==> config.mk <==
export PLATFORM = sky130hd
export DESIGN_NAME = fifo_uart_drain_flat
export DESIGN_NICKNAME = d
export VERILOG_FILES = /design/src/rtl/fifo_uart_drain_if.sv /design/src/rtl/fifo_uart_drain.sv /design/src/flat_wrapper.sv
export SDC_FILE = /design/constraint.sdc
export NUM_CORES = 1
export LEC_CHECK = 0
export BUFFER_PORTS_ARGS = -buffer_cell sky130_fd_sc_hd__buf_2
export CAP_MARGIN = 0
export CORE_MARGIN = 10
export CORE_UTILIZATION = 35
export DETAILED_ROUTE_END_ITERATION = 10
export REMOVE_ABC_BUFFERS = 1
export SLEW_MARGIN = 15
export SYNTH_ARGS = -nofsm -noshare
export SYNTH_HDL_FRONTEND = slang
export SYNTH_SLANG_ARGS = --single-unit
==> constraint.sdc <==
create_clock -name clk -period 4.1 [get_ports clk]
set_input_delay 0.82 -clock clk [delete_from_list [all_inputs] [get_ports clk]]
set_output_delay 0.82 -clock clk [all_outputs]
set_load 0.05 [all_outputs]
==> src/rtl/fifo_uart_drain_if.sv <==
// Read-side handshake between the synchronous FIFO and its single UART drain.
// master = the drain (issues pops), slave = the FIFO (supplies flag and data).
interface fifo_uart_drain_if #(
  parameter int WIDTH = 8
);
  logic             fifo_rd_en;
  logic             fifo_empty;
  logic [WIDTH-1:0] fifo_dout;

  modport master (
    output fifo_rd_en,
    input  fifo_empty,
    input  fifo_dout
  );

  modport slave (
    input  fifo_rd_en,
    output fifo_empty,
    output fifo_dout
  );
endinterface

==> src/rtl/fifo_uart_drain.sv <==
// Pops bytes from the FIFO and serialises each as start / LSB-first data / stop on tx.
// Define PARITY_EN to insert an even-parity bit between the data and the stop bit(s).
module fifo_uart_drain #(
  parameter int WIDTH        = 8,
  parameter int CLKS_PER_BIT = 16,
  parameter int STOP_BITS    = 1
) (
  input  logic              clk,
  input  logic              rst,
  input  logic              enable,
  fifo_uart_drain_if.master fifo,
  output logic              tx,
  output logic              busy,
  output logic              frame_done
);

  localparam int BAUD_W = (CLKS_PER_BIT > 1) ? $clog2(CLKS_PER_BIT) : 1;
  localparam int BIT_W  = (WIDTH > 1) ? $clog2(WIDTH) : 1;
  localparam logic [BAUD_W-1:0] BAUD_LAST = BAUD_W'(CLKS_PER_BIT - 1);
  localparam logic [BIT_W-1:0]  DATA_LAST = BIT_W'(WIDTH - 1);
  localparam logic [BIT_W-1:0]  STOP_LAST = BIT_W'(STOP_BITS - 1);

  typedef enum logic [2:0] {
    IDLE, FETCH, LOAD, START, DATA, PARITY, STOP
  } state_t;

  state_t            state_q, state_d;
  logic [BAUD_W-1:0] baud_q, baud_d;
  logic [BIT_W-1:0]  bit_q, bit_d;
  logic [WIDTH-1:0]  shreg_q, shreg_d;
  logic              tx_q, tx_d;
  logic              rd_en_q, rd_en_d;
  logic              busy_q, busy_d;
  logic              frame_done_q, frame_done_d;
`ifdef PARITY_EN
  logic              parity_q, parity_d;
`endif

  logic baud_wrap;
  logic can_fetch;

  assign baud_wrap = (baud_q == BAUD_LAST);
  assign can_fetch = enable && !fifo.fifo_empty;

  always_ff @(posedge clk or negedge rst) begin
    if (!rst) begin
      state_q      <= IDLE;
      baud_q       <= '0;
      bit_q        <= '0;
      shreg_q      <= '0;
      tx_q         <= 1'b1;
      rd_en_q      <= 1'b0;
      busy_q       <= 1'b0;
      frame_done_q <= 1'b0;
`ifdef PARITY_EN
      parity_q     <= 1'b0;
`endif
    end else begin
      state_q      <= state_d;
      baud_q       <= baud_d;
      bit_q        <= bit_d;
      shreg_q      <= shreg_d;
      tx_q         <= tx_d;
      rd_en_q      <= rd_en_d;
      busy_q       <= busy_d;
      frame_done_q <= frame_done_d;
`ifdef PARITY_EN
      parity_q     <= parity_d;
`endif
    end
  end

  // enable/fifo_empty are only consulted in IDLE and on the last cycle of STOP.
  always_comb begin
    state_d = state_q;
    baud_d  = baud_q;
    bit_d   = bit_q;
    shreg_d = shreg_q;
`ifdef PARITY_EN
    parity_d = parity_q;
`endif
    unique case (state_q)
      IDLE: begin
        if (can_fetch) state_d = FETCH;
      end
      FETCH: begin
        state_d = LOAD;
      end
      LOAD: begin
        shreg_d = fifo.fifo_dout;
`ifdef PARITY_EN
        parity_d = ^fifo.fifo_dout;
`endif
        baud_d  = '0;
        bit_d   = '0;
        state_d = START;
      end
      START: begin
        if (baud_wrap) begin
          baud_d  = '0;
          bit_d   = '0;
          state_d = DATA;
        end else begin
          baud_d = baud_q + 1'b1;
        end
      end
      DATA: begin
        if (baud_wrap) begin
          baud_d = '0;
          if (bit_q == DATA_LAST) begin
            bit_d = '0;
`ifdef PARITY_EN
            state_d = PARITY;
`else
            state_d = STOP;
`endif
          end else begin
            bit_d   = bit_q + 1'b1;
            shreg_d = shreg_q >> 1;
          end
        end else begin
          baud_d = baud_q + 1'b1;
        end
      end
`ifdef PARITY_EN
      PARITY: begin
        if (baud_wrap) begin
          baud_d  = '0;
          bit_d   = '0;
          state_d = STOP;
        end else begin
          baud_d = baud_q + 1'b1;
        end
      end
`endif
      STOP: begin
        if (baud_wrap) begin
          baud_d = '0;
          if (bit_q == STOP_LAST) begin
            bit_d   = '0;
            state_d = can_fetch ? FETCH : IDLE;
          end else begin
            bit_d = bit_q + 1'b1;
          end
        end else begin
          baud_d = baud_q + 1'b1;
        end
      end
      default: begin
        state_d = IDLE;
      end
    endcase
  end

  // Outputs are decoded from next-state values so their flops line up with state_q.
  always_comb begin
    rd_en_d      = (state_d == FETCH);
    busy_d       = (state_d != IDLE);
    frame_done_d = (state_d == STOP) && (baud_d == BAUD_LAST) && (bit_d == STOP_LAST);
    tx_d         = 1'b1;
    case (state_d)
      START:   tx_d = 1'b0;
      DATA:    tx_d = shreg_d[0];
`ifdef PARITY_EN
      PARITY:  tx_d = parity_q;
`endif
      default: tx_d = 1'b1;
    endcase
  end

  assign tx              = tx_q;
  assign busy            = busy_q;
  assign frame_done      = frame_done_q;
  assign fifo.fifo_rd_en = rd_en_q;

endmodule

==> src/flat_wrapper.sv <==
// flat-port wrapper written by rule: the top's interface ports become plain ports
module fifo_uart_drain_flat 
#(
  parameter int WIDTH        = 8,
  parameter int CLKS_PER_BIT = 16,
  parameter int STOP_BITS    = 1
)
  (clk, rst, enable, tx, busy, frame_done, fifo_fifo_rd_en, fifo_fifo_empty, fifo_fifo_dout);
  fifo_uart_drain_if #(.WIDTH(WIDTH)) fifo_i ();
  input  logic clk;
  input  logic rst;
  input  logic enable;
  output logic tx;
  output logic busy;
  output logic frame_done;
  output wire logic [$bits(fifo_i.fifo_rd_en)-1:0] fifo_fifo_rd_en;
  input wire logic [$bits(fifo_i.fifo_empty)-1:0] fifo_fifo_empty;
  input wire logic [$bits(fifo_i.fifo_dout)-1:0] fifo_fifo_dout;
  assign fifo_fifo_rd_en = fifo_i.fifo_rd_en;
  assign fifo_i.fifo_empty = fifo_fifo_empty;
  assign fifo_i.fifo_dout = fifo_fifo_dout;
  fifo_uart_drain #(.WIDTH(WIDTH), .CLKS_PER_BIT(CLKS_PER_BIT), .STOP_BITS(STOP_BITS)) u_core (.clk(clk), .rst(rst), .enable(enable), .fifo(fifo_i), .tx(tx), .busy(busy), .frame_done(frame_done));
endmodule
Word-level counts from Yosys, hierarchy flattened --
Index checks and enable logic that the tools add are counted.
Cells by class: eq/ne operators 14, mux-type cells 20, reductions and logical operators 11, add/sub/neg operators 2
Operators by type and width (count):
- $mux 3 | 11
- $pmux 3 s6 | 1
- $mux 8 | 2
- $pmux 8 s2 | 1
- $eq 3x3->1 const B | 5
- $pmux 3 s4 | 1
- $eq 3x2->1 const B | 3
- $logic_not 3->1 | 3
- $eq 4x4->1 const B | 2
- $pmux 4 s2 | 1
- $eq 3x1->1 const B | 2
- $add 4x1->4 const B | 1
- $mux 4 | 1
- $add 3x1->3 const B | 1
- $logic_and 1x1->1 | 3
- $reduce_and 3->1 | 1
- $reduce_bool 3->1 | 1
- $reduce_or 3->1 | 1
- $ne 2x1->1 const B | 1
- $ne 2x2->1 const B | 1
- $pmux 1 s2 | 1
- $reduce_bool 2->1 | 1
- $logic_not 1->1 | 1
- $mux 1 | 1
Storage, ports and cells: logic and storage cells 56, register bits after elaboration 22

Logic depth before layout (Yosys ltp) --
Gate-level depths: netlist of the first run.
word-level depth 9, depth in mapped cells 7

Least setup slack after synthesis of the first run --
Ideal clock, no wire load.
path type reg2reg, from register u_core.baud_q[0], to register u_core.frame_done_q (netlist: u_core.frame_done), stages on the path, launching flop included 8, path buffers 1, slack 2255 ps, setup time 96 ps, period minus slack after synthesis 1845 ps, arrival 1750 ps, path through dfrtp_1 -> ha_1 -> and3_1 -> buf_6 -> a21o_1 -> a211oi_2 -> o31ai_1 -> nor4_2
Between the ends: longest elaborated chain between the ends 6, elaborated cells between the ends (all ways) 17, those cells by class add/sub (1); eq/ne (3); mux (10); reduce/logical (3)
Ends and longest elaborated chain:
- from (decl) | line fifo_uart_drain.sv:28 | logic [BAUD_W-1:0] baud_q, baud_d;
- from (signal assigned) | line fifo_uart_drain.sv:60 | baud_q <= baud_d;
- $eq 4x4->1 (*) | line fifo_uart_drain.sv:42 | assign baud_wrap = (baud_q == BAUD_LAST);
- $mux 3 (on tied branches) | line fifo_uart_drain.sv:137, fifo_uart_drain.sv:99, fifo_uart_drain.sv:108
- $pmux 3 s6 (*) | line fifo_uart_drain.sv:82 | unique case (state_q)
- named net u_core.state_d[1] | line fifo_uart_drain.sv:27 | state_t state_q, state_d;
- $eq 3x3->1 (*) | line fifo_uart_drain.sv:159 | frame_done_d = (state_d == STOP) && (baud_d == BAUD_LAST) && (bit_d == STOP_LAST);
- $logic_and 1x1->1 (*) (2 in a row) | line fifo_uart_drain.sv:159
- named net u_core.frame_done_d | line fifo_uart_drain.sv:34 | logic frame_done_q, frame_done_d;
- to (signal assigned) | line fifo_uart_drain.sv:66 | frame_done_q <= frame_done_d;
- to (decl) | line fifo_uart_drain.sv:34
The timed path passes the listed nets; every way through them passes the cells marked *. A chain may end at the register's enable or synchronous reset.

Worst setup path after layout of the first run --
from register u_core.baud_q[0], to register u_core.tx_q (netlist: u_core.tx)
Between the ends: longest elaborated chain between the ends 5, elaborated cells between the ends (all ways) 10, those cells by class eq/ne (3); mux (7)
Ends and longest elaborated chain:
- $eq 4x4->1 (*) | line fifo_uart_drain.sv:42
- $mux 3 (on tied branches) | line fifo_uart_drain.sv:137, fifo_uart_drain.sv:99, fifo_uart_drain.sv:108
- $pmux 3 s6 | line fifo_uart_drain.sv:82
- $eq 3x3->1 or $eq 3x2->1 (tied branches) | line fifo_uart_drain.sv:161 | case (state_d)
- $pmux 1 s2 (*) | line fifo_uart_drain.sv:161
- named net u_core.tx_d | line fifo_uart_drain.sv:31 | logic tx_q, tx_d;
- to (signal assigned) | line fifo_uart_drain.sv:63 | tx_q <= tx_d;
- to (decl) | line fifo_uart_drain.sv:31
The timed path passes the listed nets; every way through them passes the cells marked *. The select of a mux whose other input is x is not followed.

==> impl_metrics.tcl, run 1 <==
set metrics [dict create \
    initial_core_util_pct 37.3 \
    cpLargestDelayFamily "simple AND/OR/NAND/NOR gates" \
    io_pins 16 \
    postCtsResizedCells 0 \
    first_iter_violations 36 \
    yosysUniqueCellTypes 49 \
    finalSetupTns_ns 0 \
    synth_area_leaders "dfrtp_1 (41%), nand2_1 (5.6%), ha_1 (3.9%), a22oi_1 (3.5%), inv_1 (2.6%)" \
    cp_slowest_cell "nor4_4" \
    worst-path-buf-inv 0 \
    rsz0062_at_grt "no" \
    worstPathCellList "ha_1, nand3_4, nor4_4, nor2_4, a221oi_2, a31oi_1" \
    htreeDepth 1 \
    die_y_um 80.4 \
    num_antenna_cells 0 \
    synth-async-reset-ratio_pct 100 \
    final_cell_mix "dfrtp_1 (21), nand2_1 (19), buf_2 (15), inv_1 (9), nor2_1 (7)" \
    ys_ff_latch 22 \
    p_int_uw 327 \
    cts_root_buf "clkbuf_4" \
    placeableCoreArea_mm2 0.00342 \
    yosysWarnings 0 \
    drive_gt1_share_pct 21.8 \
    p_leak_uw 0.000675 \
    netSwitchingFraction_pct 20.3 \
    power.switching_uw 83.4 \
    skew_ns 0.0194 \
    max_freq_mhz 482 \
    row_count 21 \
    dpl.hpwl_mm 2.00 \
    numCtsBuffers 3 \
    maxCapViolations 0 \
    cts_tree "done" \
    finalCriticalPeriod_ns 2.07 \
    grt_util_all_layers_pct 8.60 \
    relSlewSlack_pct 61.5 \
    synth_top_area_share_pct 41.2 \
    area_growth_pct 10.4 \
    wire_per_inst_um 14.0 \
    grt_pass1_vias 994 \
    routed_wirelength_mm 2.63 \
    pwr-share-clk_pct 41.6 \
    outcome "completed" \
    cts_sinks 22 \
    worstSetupPathType "flip-flop to flip-flop" \
    p_total_uw 410 \
    grt_max_degree 23 \
    fin_crit_sh_pct 50.6 \
    max-clock-path-buffers 2 \
    dr.pass1.iters 4 \
    vias_per_cell 5.31 \
    num_vias 999 \
    layout_commonest_cell "dfrtp_1" \
    place_congestion 0.869 \
    hold_buffers 0 \
    cpPeakStageDelay_ns 0.53 \
    grt_pass1_wl_mm 4.49 \
    dieArea_mm2 0.00646 \
    grt_antenna_before_repair 0 \
    final_nets 159 \
    hold_class "primary input to asynchronous set/reset pin" \
    hold_ws_ns 0.430 \
    synth.largest_area_cell "dfrtp_1" \
    slew_violations 0 \
    critPathLaunchType "flip-flop" \
    syn_inst 128 \
    p_per_area_mw_per_mm2 291 \
    comb_power_share_pct 4.0 \
    insertion_delay_ns 0.33 \
    drtAntennaViolNets 0 \
    syn_area_mm2 0.00127 \
    portBuffers 15 \
    synth_edf_count 0 \
    clkTransAtPathRegs_ns 0.14 \
    avgSynthCellArea_um2 9.96 \
    yosysSeqAreaShare_pct 43.3 \
    setup_viol 0 \
    dieWidth_um 80.4 \
    synthFlopType "dfrtp_1" \
    arrival_ns 2.34 \
    hold_violations 0 \
    tightest_slew_ns 0.573 \
    post-route-drc-count 0 \
    post_cts_buffers 0 \
    required_ns 4.36 \
    critPathCaptureType "flip-flop" \
    grt-ovfl-total 0 \
    ir_drop_uv 224 \
    crit_path_max_fanout 9 \
    power_frac_seq_pct 54.4 \
]
[synth_stat cells (2+ instances only)]
library cell and instances:
ha_1 4, o31ai_1 2, o22ai_1 2, a21oi_1 5, o21ai_0 5, a21o_1 2, nor2_1 7, nor3_1 3
nand3_1 2, inv_1 9, buf_6 3, nand2b_1 2, nand2_1 19, a22o_1 2, dfrtp_1 21, a22oi_1 6
nor2b_1 2
[cells by family after synthesis]
group,after synthesis,share of synthesized area (%)
compound gates,36,20.7
fa+ha+maj,5,4.71
buf+inv,14,6.77
flops,22,43.3
mux,2,1.67
simple gates,49,22.9
[routing by layer]
metal / up-vias / wire length (um) / GRT usage (%)
met5: - / 0 / 0
met4: 0 / 27 / 2.64
met3: 4 / 175 / 3.34
met2: 23 / 1230 / 13.9
met1: 480 / 1200 / 10.2
li1: 492 / - / -
[path summary, 6_finish.rpt]
check,start,end,slack (ns),cells after the start
worst max-delay path,u_core.baud_q[0]$_DFF_PN0_,u_core.tx$_DFF_PN1_,2.03,6
worst min-delay path,rst,u_core.baud_q[0]$_DFF_PN0_,0.43,1
worst max register to register,u_core.baud_q[0]$_DFF_PN0_,u_core.tx$_DFF_PN1_,2.03,6
worst min register to register,u_core.shreg_q[4]$_DFFE_PN0P_,u_core.shreg_q[4]$_DFFE_PN0P_,0.49,2
max in group asynchronous,rst,u_core.bit_q[2]$_DFF_PN0_,3.31,1
min in group clk,u_core.shreg_q[4]$_DFFE_PN0P_,u_core.shreg_q[4]$_DFFE_PN0P_,0.49,2
[metrics by stage]
step	instances	instance area (um2)	util [%]	setup WS, ns
final	188	1410	41.2	2.03
after global routing	188	1410	41.2	1.84
after CTS	188	1410	41.2	2.00
after detailed placement	184	1360	39.7	2.02
after global placement	184	1360	39.7	2.09
after floorplan	123	1220	-	2.27
[area by class of cell]
class,count,area (um2)
fill,342,2010
multi-input combinational,92,637
sequential,22,552
timing repair buffer,15,75.1
tap,46,57.6
inverter,9,33.8
clock inverter,1,30.0
clock buffer,3,22.5
[power groups by stage]
stage	Sequential (uW)	Clock (uW)	Combinational (uW)
after global routing	224	183	19.0
after global placement	228	0	16.5
after detailed placement	227	0	17.1
after floorplan	229	0	4.12
final	223	171	16.2
after CTS	223	177	17.1
[registers in the layout (all words and copies together) (netlist names)]
| name | count |
|---|---|
| u_core.state_q | 3 |
| u_core.bit_q | 3 |
| u_core.shreg_q | 8 |
| u_core.busy | 1 |
| u_core.frame_done | 1 |
| u_core.tx | 1 |
| u_core.fifo.fifo_rd_en | 1 |
| u_core.baud_q | 4 |
Note: power is estimated with default switching activity, not from simulation.
==> run 2: changes to the inputs <==
--- a/config.mk
+++ b/config.mk
@@ -5,6 +5,7 @@
 export SDC_FILE = /design/constraint.sdc
 export NUM_CORES = 1
 export LEC_CHECK = 0
+export ABC_AREA = 1
 export BUFFER_PORTS_ARGS = -buffer_cell sky130_fd_sc_hd__buf_2
 export CAP_MARGIN = 0
 export CORE_MARGIN = 10
==> constraint.sdc (replaced) <==
create_clock -name clk -period 2.1 [get_ports clk]
set_input_delay 0.42 -clock clk [delete_from_list [all_inputs] [get_ports clk]]
set_output_delay 0.42 -clock clk [all_outputs]
set_load 0.05 [all_outputs]
==> run 2 against run 1 <==
Against the previous run:
- total power rose by 110%
- sequential share of layout area fell by 1.8 points
- clock skew fell by 0.014 ns
- clock power rose by 140%
- sequential power rose by 95%
- sequential cell count did not move
- non-clock buffer count rose by 1
- wire length fell by 1.0%
- cell area rose by 4.8%
- worst setup slack got worse by 1.7 ns
- combinational power rose by 110%
- critical endpoint is now u_core.shreg_q[2]$_DFFE_PN0P_
- area after synthesis rose by 0.88%
==> impl_metrics.tcl, run 2 <==
set metrics [dict create \
    outcome "completed" \
    largest_registers "u_core.shreg_q: 8 flops, u_core.baud_q: 4 flops" \
    grt_pass1_vias 1015 \
    max_freq_mhz 566 \
    r2r_cells 7 \
    syn_inst 177 \
    setup_viol 0 \
    cts_sinks 22 \
    cp_slowest_cell "dfrtp_1" \
    r2r-start "u_core.baud_q[0]$_DFF_PN0_" \
    wire_per_inst_um 10.8 \
    tightest_slew_ns 0.505 \
    n_fill_cell 370 \
    critPathLaunchType "flip-flop" \
    ys_ff_latch 22 \
    final_nets 212 \
    ir_drop_uv 204 \
    numCtsBuffers 3 \
    critPathCaptureType "flip-flop" \
    largest_register_ffs 8 \
    slew_violations 0 \
    io_pins 16 \
    die_y_um 80.6 \
    place_congestion 0.816 \
    num_antenna_cells 0 \
    hold_ws_ns 0.107 \
    worst-path-buf-inv 1 \
    layout_commonest_cell "nand2_1" \
    place_inst 237 \
    r2r-end "u_core.shreg_q[2]$_DFFE_PN0P_" \
    dpl.hpwl_mm 2.01 \
    crit_path_max_fanout 9 \
    relSlewSlack_pct 66.3 \
    finalCriticalPeriod_ns 1.77 \
    synth_area_leaders "dfrtp_1 (41%), nand2_1 (14%), inv_1 (9.9%), nand3_1 (7.0%), nor2_1 (7.0%)" \
    worstSetupPathType "flip-flop to flip-flop" \
    largest_register "u_core.shreg_q" \
    placeableCoreArea_mm2 0.00344 \
    synth.most_common_cell "nand2_1" \
    synth_edf_count 0 \
    dr.pass1.iters 4 \
    drtAntennaViolNets 0 \
    yosysSeqAreaShare_pct 42.9 \
    htreeDepth 1 \
    cpLargestDelayFamily "simple AND/OR/NAND/NOR gates" \
    dieArea_mm2 0.00650 \
    synthFlopType "dfrtp_1" \
    final_cell_mix "nand2_1 (48), inv_1 (34), nor2_1 (24), dfrtp_1 (21), nand3_1 (18)" \
    hold_violations 0 \
    yosysUniqueCellTypes 20 \
    postCtsResizedCells 0 \
    grt-ovfl-total 0 \
    clkTransAtPathRegs_ns 0.08 \
    grt_util_all_layers_pct 8.37 \
    maxCapViolations 0 \
    synth_common_cells "nand2_1 (48), inv_1 (34), nor2_1 (24)" \
    post-route-drc-count 0 \
    ff2ff_setup_slack_ns 0.33 \
    grt_antenna_before_repair 0 \
    skew_ns 0.00554 \
    grt_max_degree 23 \
    cpPeakStageDelay_ns 0.42 \
    fin_crit_sh_pct 84.1 \
    hold_class "primary input to asynchronous set/reset pin" \
    final_util_pct 42.9 \
    yosysWarnings 0 \
    finalSetupTns_ns 0 \
    post_cts_buffers 0 \
    routed_wirelength_mm 2.60 \
    initial_core_util_pct 37.4 \
    insertion_delay_ns 0.27 \
    grt_pass1_wl_mm 4.39 \
    max-clock-path-buffers 2 \
    hold_buffers 0 \
    first_iter_violations 43 \
    p_total_uw 872 \
    stdcell_count 241 \
    cts_root_buf "clkbuf_8" \
    arrival_ns 1.92 \
    area_growth_pct 14.7 \
    synth_top_area_share_pct 40.9 \
    cts_tree "done" \
    synth.largest_area_cell "dfrtp_1" \
    synth-async-reset-ratio_pct 100 \
    required_ns 2.25 \
    avgSynthCellArea_um2 7.27 \
    p_leak_uw 0.000862 \
    p_per_area_mw_per_mm2 591 \
    vias_per_cell 4.56 \
    rsz0062_at_grt "no" \
    worstPathCellList "ha_1, nand2_2, nor2_2, buf_4, nand3_2, nand2_1, o221ai_1" \
    portBuffers 15 \
    row_count 21 \
    syn_area_mm2 0.00129 \
    drive_gt1_share_pct 14.4 \
    num_vias 1100 \
    dieWidth_um 80.6 \
]
==> run 2: how the worst max path moves through the flow <==
| stage | from | endpoint | slack (ns) | depth (start not counted) |
|---|---|---|---|---|
| global route | u_core.baud_q[0]$_DFF_PN0_ | u_core.busy$_DFF_PN0_ | 0.17 | 7 |
| CTS | u_core.baud_q[0]$_DFF_PN0_ | u_core.shreg_q[2]$_DFFE_PN0P_ | 0.32 | 7 |
| global placement | u_core.bit_q[0]$_DFF_PN0_ | u_core.busy$_DFF_PN0_ | 0.34 | 10 |
| floorplan | u_core.baud_q[0]$_DFF_PN0_ | u_core.busy$_DFF_PN0_ | 0.42 | 9 |
| finish | u_core.baud_q[0]$_DFF_PN0_ | u_core.shreg_q[2]$_DFFE_PN0P_ | 0.33 | 7 |
| detailed placement | u_core.baud_q[0]$_DFF_PN0_ | u_core.busy$_DFF_PN0_ | 0.33 | 7 |
==> run 2: per-stage QoR <==
step                area (um2)  worst slack (ns)
detailed placement        1400             0.333
global route              1480             0.174
finish                    1480             0.335
global placement          1400             0.339
CTS                       1480             0.318
floorplan                 1260             0.423
==> run 2: report_power, final <==
part / switching (uW) / internal [uW] / total (uW)
Clock: 149 / 255 / 405
Combinational: 20.5 / 13.1 / 33.6
Sequential: 2.14 / 432 / 434
==> run 2: layout make-up <==
| class | count | area, um2 | area share [%] |
|---|---|---|---|
| sequential | 22 | 552 | 37.4 |
| multi-input combinational | 119 | 584 | 39.6 |
| timing repair buffer | 16 | 82.6 | 5.60 |
| clock inverter | 1 | 30.0 | 2.04 |
| inverter | 34 | 128 | 8.65 |
| tap | 46 | 57.6 | 3.90 |
| clock buffer | 3 | 41.3 | 2.80 |
==> run 2: metal layers <==
metal | wire [um] | global-route usage, % | share of wire [%]
met3 | 90 | 1.67 | 3.5
met5 | 0 | 0 | 0
met4 | 52 | 4.75 | 2.0
met2 | 1210 | 13.5 | 46
met1 | 1250 | 10.1 | 48
==> run 2: cells by family after synthesis <==
logic type                 after synthesis  synth area share, %
AOI/OAI and AO/OA                       13                 6.71
adders and majority gates                4                 3.89
DFF                                     22                 42.9
buffers and inverters                   36                 11.7
and+or+nand+nor                        102                 34.8
